--- src/rtl/multitrack_master_fsm.sv ---
// multitrack_master_fsm
//   Top-level control FSM for the keyboard recorder. It supports recording
//   over several tracks and playing the whole song back with either looping
//   or stop-at-end. It can also clear the selected track. It owns the song
//   position counter. It edge-detects the keyboard level state, so a held key
//   acts exactly once.
//
// Ports
//   clk               single clock
//   resetn            asynchronous reset, active HIGH (name kept from the
//                     surrounding design)
//   inputStateStorage level state of every key, synchronous to clk
//   tick              one-cycle time-base strobe
//   loopMode          1: playback wraps at song end, 0: playback stops
//   currentState      state code, also used for screen selection
//   timerEnable       downstream timer run enable (registered)
//   timerClear        one-cycle pulse whenever position is returned to 0
//   recordEnable      qualifies note writes into track activeTrack
//   activeTrack       currently selected track
//   trackValid        bit i set when track i holds a recording
//   position          current song position in ticks
//   songLength        length of the longest recorded track in ticks

module multitrack_master_fsm #(
  parameter int NUM_KEYS       = 30,
  parameter int NUM_TRACKS     = 4,
  parameter int TRACK_W        = 2,
  parameter int TIME_W         = 16,
  parameter int KEY_REC        = 15,
  parameter int KEY_SPACE      = 28,
  parameter int KEY_RESTART    = 18,
  parameter int KEY_CLEAR      = 13,
  parameter int KEY_TRACK_BASE = 1
) (
  input  logic                  clk,
  input  logic                  resetn,
  input  logic [NUM_KEYS-1:0]   inputStateStorage,
  input  logic                  tick,
  input  logic                  loopMode,
  output logic [4:0]            currentState,
  output logic                  timerEnable,
  output logic                  timerClear,
  output logic                  recordEnable,
  output logic [TRACK_W-1:0]    activeTrack,
  output logic [NUM_TRACKS-1:0] trackValid,
  output logic [TIME_W-1:0]     position,
  output logic [TIME_W-1:0]     songLength
);

  typedef enum logic [4:0] {
    STARTSCREEN     = 5'd0,
    RECORD          = 5'd1,
    PLAYBACK        = 5'd2,
    RESTARTPLAYBACK = 5'd3,
    PLAYEND         = 5'd4,
    RESTARTRECORD   = 5'd5
  } state_t;

  state_t                state;
  state_t                stateNext;
  logic [NUM_KEYS-1:0]   prevKeys;
  logic [NUM_KEYS-1:0]   keyEvent;
  logic                  evRec;
  logic                  evSpace;
  logic                  evRestart;
  logic                  evClear;
  logic                  trackHit;
  logic [TRACK_W-1:0]    trackSel;
  logic [TRACK_W-1:0]    trackNext;
  logic [NUM_TRACKS-1:0] validNext;
  logic [TIME_W-1:0]     positionNext;
  logic [TIME_W-1:0]     lengthNext;
  logic                  atMax;
  logic                  songEnd;
  logic                  wrapNow;
  logic                  unusedKeyEvents;

  // Key rising edges. prevKeys resets to all ones so keys held through
  // reset do not fire when reset is released.
  assign keyEvent  = inputStateStorage & ~prevKeys;
  assign evRec     = keyEvent[KEY_REC];
  assign evSpace   = keyEvent[KEY_SPACE];
  assign evRestart = keyEvent[KEY_RESTART];
  assign evClear   = keyEvent[KEY_CLEAR];

  // Keys that no command decodes are folded here so that they count as consumed.
  assign unusedKeyEvents = ^keyEvent;

  assign atMax   = &position;
  assign songEnd = (songLength == '0) ||
                   (tick && (position == songLength - TIME_W'(1)));

  assign currentState = state;

  // Track-key decode. If several track keys fire together, the lowest index wins.
  always_comb begin
    trackHit = 1'b0;
    trackSel = '0;
    for (int unsigned i = 0; i < NUM_TRACKS; i++) begin
      if (!trackHit && keyEvent[KEY_TRACK_BASE + i]) begin
        trackHit = 1'b1;
        trackSel = TRACK_W'(i);
      end
    end
  end

  always_comb begin
    stateNext    = state;
    trackNext    = activeTrack;
    validNext    = trackValid;
    lengthNext   = songLength;
    positionNext = position;
    wrapNow      = 1'b0;

    case (state)
      STARTSCREEN: begin
        if (evRec) begin
          stateNext = RESTARTRECORD;
        end else if (evClear) begin
          validNext[activeTrack] = 1'b0;
          // songLength is not recomputed from the remaining tracks. It drops
          // to 0 only when no recorded track remains.
          if (validNext == '0) begin
            lengthNext = '0;
          end
        end
        if (trackHit) begin
          trackNext = trackSel;
        end
      end

      RESTARTRECORD: begin
        stateNext    = RECORD;
        positionNext = '0;
      end

      RECORD: begin
        if (tick && !atMax) begin
          positionNext = position + TIME_W'(1);
        end
        // The last tick at full scale stops the take. position holds at its maximum.
        if (evSpace || (tick && atMax)) begin
          stateNext              = RESTARTPLAYBACK;
          validNext[activeTrack] = 1'b1;
          if (position > songLength) begin
            lengthNext = position;
          end
        end
      end

      PLAYBACK: begin
        if (tick) begin
          positionNext = position + TIME_W'(1);
        end
        if (trackHit) begin
          trackNext = trackSel;
        end
        if (evRestart) begin
          stateNext = RESTARTPLAYBACK;
        end else if (evSpace) begin
          stateNext = RESTARTRECORD;
        end else if (songEnd) begin
          if (loopMode && (songLength != '0)) begin
            positionNext = '0;
            wrapNow      = 1'b1;
          end else begin
            stateNext    = PLAYEND;
            positionNext = position;
          end
        end
      end

      RESTARTPLAYBACK: begin
        stateNext    = PLAYBACK;
        positionNext = '0;
      end

      PLAYEND: begin
        if (trackHit) begin
          trackNext = trackSel;
        end
        if (evRestart) begin
          stateNext = RESTARTPLAYBACK;
        end else if (evSpace) begin
          stateNext = RESTARTRECORD;
        end else if (evRec) begin
          stateNext = STARTSCREEN;
        end
      end

      default: stateNext = STARTSCREEN;
    endcase
  end

  always_ff @(posedge clk or posedge resetn) begin
    if (resetn) begin
      state        <= STARTSCREEN;
      prevKeys     <= '1;
      activeTrack  <= '0;
      trackValid   <= '0;
      position     <= '0;
      songLength   <= '0;
      timerEnable  <= 1'b0;
      timerClear   <= 1'b0;
      recordEnable <= 1'b0;
    end else begin
      state        <= stateNext;
      prevKeys     <= inputStateStorage;
      activeTrack  <= trackNext;
      trackValid   <= validNext;
      position     <= positionNext;
      songLength   <= lengthNext;
      // The outputs are registered from the present state, so they lag currentState by one cycle.
      timerEnable  <= (state == RECORD) || (state == PLAYBACK);
      recordEnable <= (state == RECORD);
      timerClear   <= (state == RESTARTRECORD) || (state == RESTARTPLAYBACK) ||
                      wrapNow;
    end
  end

endmodule

--- config.mk ---
export PLATFORM = sky130hd
export DESIGN_NAME = multitrack_master_fsm
export DESIGN_NICKNAME = d
export VERILOG_FILES = /design/src/rtl/multitrack_master_fsm.sv
export SDC_FILE = /design/constraint.sdc
export NUM_CORES = 1
export LEC_CHECK = 0
export ABC_AREA = 1
export CAP_MARGIN = 20
export CORE_ASPECT_RATIO = 1.75
export CORE_UTILIZATION = 35
export DETAILED_ROUTE_END_ITERATION = 6
export GPL_TIMING_DRIVEN = 0
export MAX_ROUTING_LAYER = met4
export PLACE_DENSITY = 0.69
export SLEW_MARGIN = 20
export SYNTH_ARGS = -nofsm -noshare
export SYNTH_HDL_FRONTEND = slang
export SYNTH_SLANG_ARGS = --single-unit
--- constraint.sdc ---
create_clock -name clk -period 2.7 [get_ports clk]
set_input_delay 0.54 -clock clk [delete_from_list [all_inputs] [get_ports clk]]
set_output_delay 0.54 -clock clk [all_outputs]
set_load 0.05 [all_outputs]
==> results.yml <==
yosys:
  syn_area_um2: 4187
  yosysWarnings: 0
  synth_seq_cells: 52
  synth_ff_type: "dfrtp_1"
  synthCells: 658
  yosysSeqAreaShare_pct: 31.32
  ys_async_sr_fraction_pct: 100.0
  avgSynthCellArea_um2: 6.362
  synthDominantCellAreaShare_pct: 26.30
  synth_edf_count: 0
  yosys.area.top_type: "dfrtp_1"
  ys_types: 41
  synth_area_leaders: "dfrtp_1 26%, nand2_1 21%, inv_1 6.8%"
run_status:
  status: "complete, no violations"
clock_network:
  clock_latency_ns: 0.30
  path_clk_slew_ns: 0.07
  numClockSinks: 52
  cts_buffers: 5
  clock_path_buffers: 2
  cts_tree: "done"
  holdBufCountCts: 0
  ctsRootBufferMaster: "clkbuf_16"
  h-tree-depth: 2
floorplanning:
  die_w_um: 84.68
  die-area_um2: 12420
  num_io_pins: 80
  die_height_um: 146.7
  start_util_pct: 36.15
  core_area_um2: 11580
  row_count: 52
sta:
  rsz0062_at_grt: "no"
  post-route-min-period_ns: 2.493
  slew_violations: 0
  slew_headroom_pct: 54.66
  finClkSkew_ns: 0.01092
  worst_pin_slew_ns: 0.6802
  setup_viol: 0
  tns_ns: 0
  clock.fmax_mhz: 401.2
  finalHoldViolations: 0
  period_share_pct: 92.32
setup_path:
  critical_path_class: "reg -> reg"
  start_kind: "register"
  worst_setup_path_end_kind: "register"
  required_ns: 2.89
  critPathMaxFanout: 10
  cp.arrival_ns: 2.68
final_layout:
  n_antenna_cell: 0
  layout-drive-gt1-share_pct: 7.351
  final_util_pct: 43.70
  syn_to_final_growth_pct: 20.89
  final_cells: 856
  nNetsFinal: 773
hold_path:
  hold_path.class: "reg -> reg"
placed_design:
  gp_congestion: 0.9654
  place_hpwl_mm: 9.515
  port_buffers: 54
  placed_cells: 848
run:
  maxCapViolations: 0
drt:
  firstDrtPassIters: 7
  wl_per_cell_um: 14.25
  finalWirelength_mm: 12.20
  drc: 0
  vias: 4336
  vias_per_cell: 5.065
  initialDrtViolationCount: 214
  ant_nets: 0
global_route:
  grt_max_degree: 53
  antenna_found_initial: 0
  grt_overflow: 0
  grt_pass1_wl_mm: 19.99
  grt_pass1_vias: 4172
  grtUsageTotal_pct: 21.23
[path summary, 6_finish.rpt]
path	slack, ns	to	cells past startpoint	startpoint
max	0.21	position[1]$_DFFE_PP0P_	18	songLength[0]$_DFFE_PP0P_
min	0.51	register	2	register
max in group asynchronous	1.53	position[0]$_DFFE_PP0P_	2	resetn
min in group asynchronous	0.70	position[4]$_DFFE_PP0P_	2	resetn
min reg2reg	0.51	register	2	register
max reg2reg	0.21	position[1]$_DFFE_PP0P_	18	songLength[0]$_DFFE_PP0P_
[worst max-delay path, cell delays in order, from the launching register on]
cell and delay (ns):
dfrtp_1 0.42, inv_1 0.11, ha_1 0.23, nand2_1 0.14, nor2_4 0.16, o21ai_0 0.11
nand2_1 0.07, nand2_1 0.05, nor2_1 0.12, nand3b_1 0.09, nor2_1 0.13, nand2_1 0.08
nand2_2 0.09, nand3_2 0.09, nand2_4 0.14, inv_4 0.08, buf_6 0.15, nand2_1 0.06
nand2_1 0.04
[synthesized netlist by cell type, drive strengths merged, types with 3 or more instances]
cell	n
buf	11
nand2	238
a21oi	22
dfstp	8
nand3	46
nor3	10
nand4	6
ha	19
nand3b	3
xor2	19
dfrtp	44
clkbuf	8
o21ai	43
nor2	77
or2	5
inv	82
[sequential cells by signal, summed over array words and instances (netlist names), named ones only]
signal and cells:
activeTrack 2, currentState 3, position 16, prevKeys 8, recordEnable 1, songLength 16
timerClear 1, timerEnable 1
[per-stage QoR]
stage | hold WS [ns] | cell area, um2 | worst slack [ns]
after global placement | 0.4925 | 4900 | -0.2453
after global routing | 0.5499 | 5061 | 0.01535
after floorplan | 0.5445 | 4190 | 0.2717
after CTS | 0.5146 | 5052 | 0.1506
final | 0.5085 | 5061 | 0.2074
after detailed placement | 0.4927 | 4902 | 0.1590
[cell families after synthesis]
family,after synthesis,synth area share [%]
xor gates and xnor gates,21,4.393
adders and majority gates,19,5.678
and+or+nand+nor,388,38.94
DFF,52,31.32
AOI/OAI and AO/OA,76,9.773
other,1,0.08957
buffers and inverters,101,9.803
[area by class of cell]
class | instances | area, um2
Clock inverter | 1 | 7.507
Multi-Input combinational cell | 506 | 2476
Fill cell | 1233 | 6520
Sequential cell | 52 | 1313
Clock buffer | 7 | 142.6
Tap cell | 135 | 168.9
Inverter | 82 | 312.8
Timing Repair Buffer | 54 | 540.5
Buffer | 19 | 100.1
[routing by layer]
| metal | vias up | track usage [%] | share of wire, % |
|---|---|---|---|
| li1 | 2203 | - | - |
| met1 | 1977 | 20.66 | 37 |
| met2 | 114 | 40.20 | 56 |
| met3 | 42 | 2.826 | 3.0 |
| met4 | 0 | 10.59 | 4.0 |
| met5 | - | - | 0 |
[what timing repair did]
| item | CTS | global route |
|---|---|---|
| setup endpoints to repair | 0 | 31 |
| resized for setup | 0 | 3 |
| buffers inserted | 0 | 0 |
[placed cells by master, fill, tap and decap left out, types with 3 or more instances in the layout]
cell type        netlist  routed
clkdlybuf4s50_1        0      54
xor2_1                19      19
a21oi_1               22      22
clkbuf_16              0       5
nor3_1                 9       9
nand4_1                6       6
nor2_2                 4       3
inv_1                 76      75
nand3b_1               3       3
nor2_1                70      70
ha_1                  19      19
buf_4                  3       3
or2_2                  5       5
inv_2                  5       5
o21ai_1               16      16
nand2_2                2       3
buf_2                  7       7
nor2_4                 3       4
dfstp_2                8       8
dfrtp_1               44      43
nand2_1              235     234
nand3_1               45      45
o21ai_0               27      27
clkbuf_1               7       8
Power is left out: the tool's default activity adds up to more than one toggle a clock period on the data nets, which glitch-free logic cannot reach.
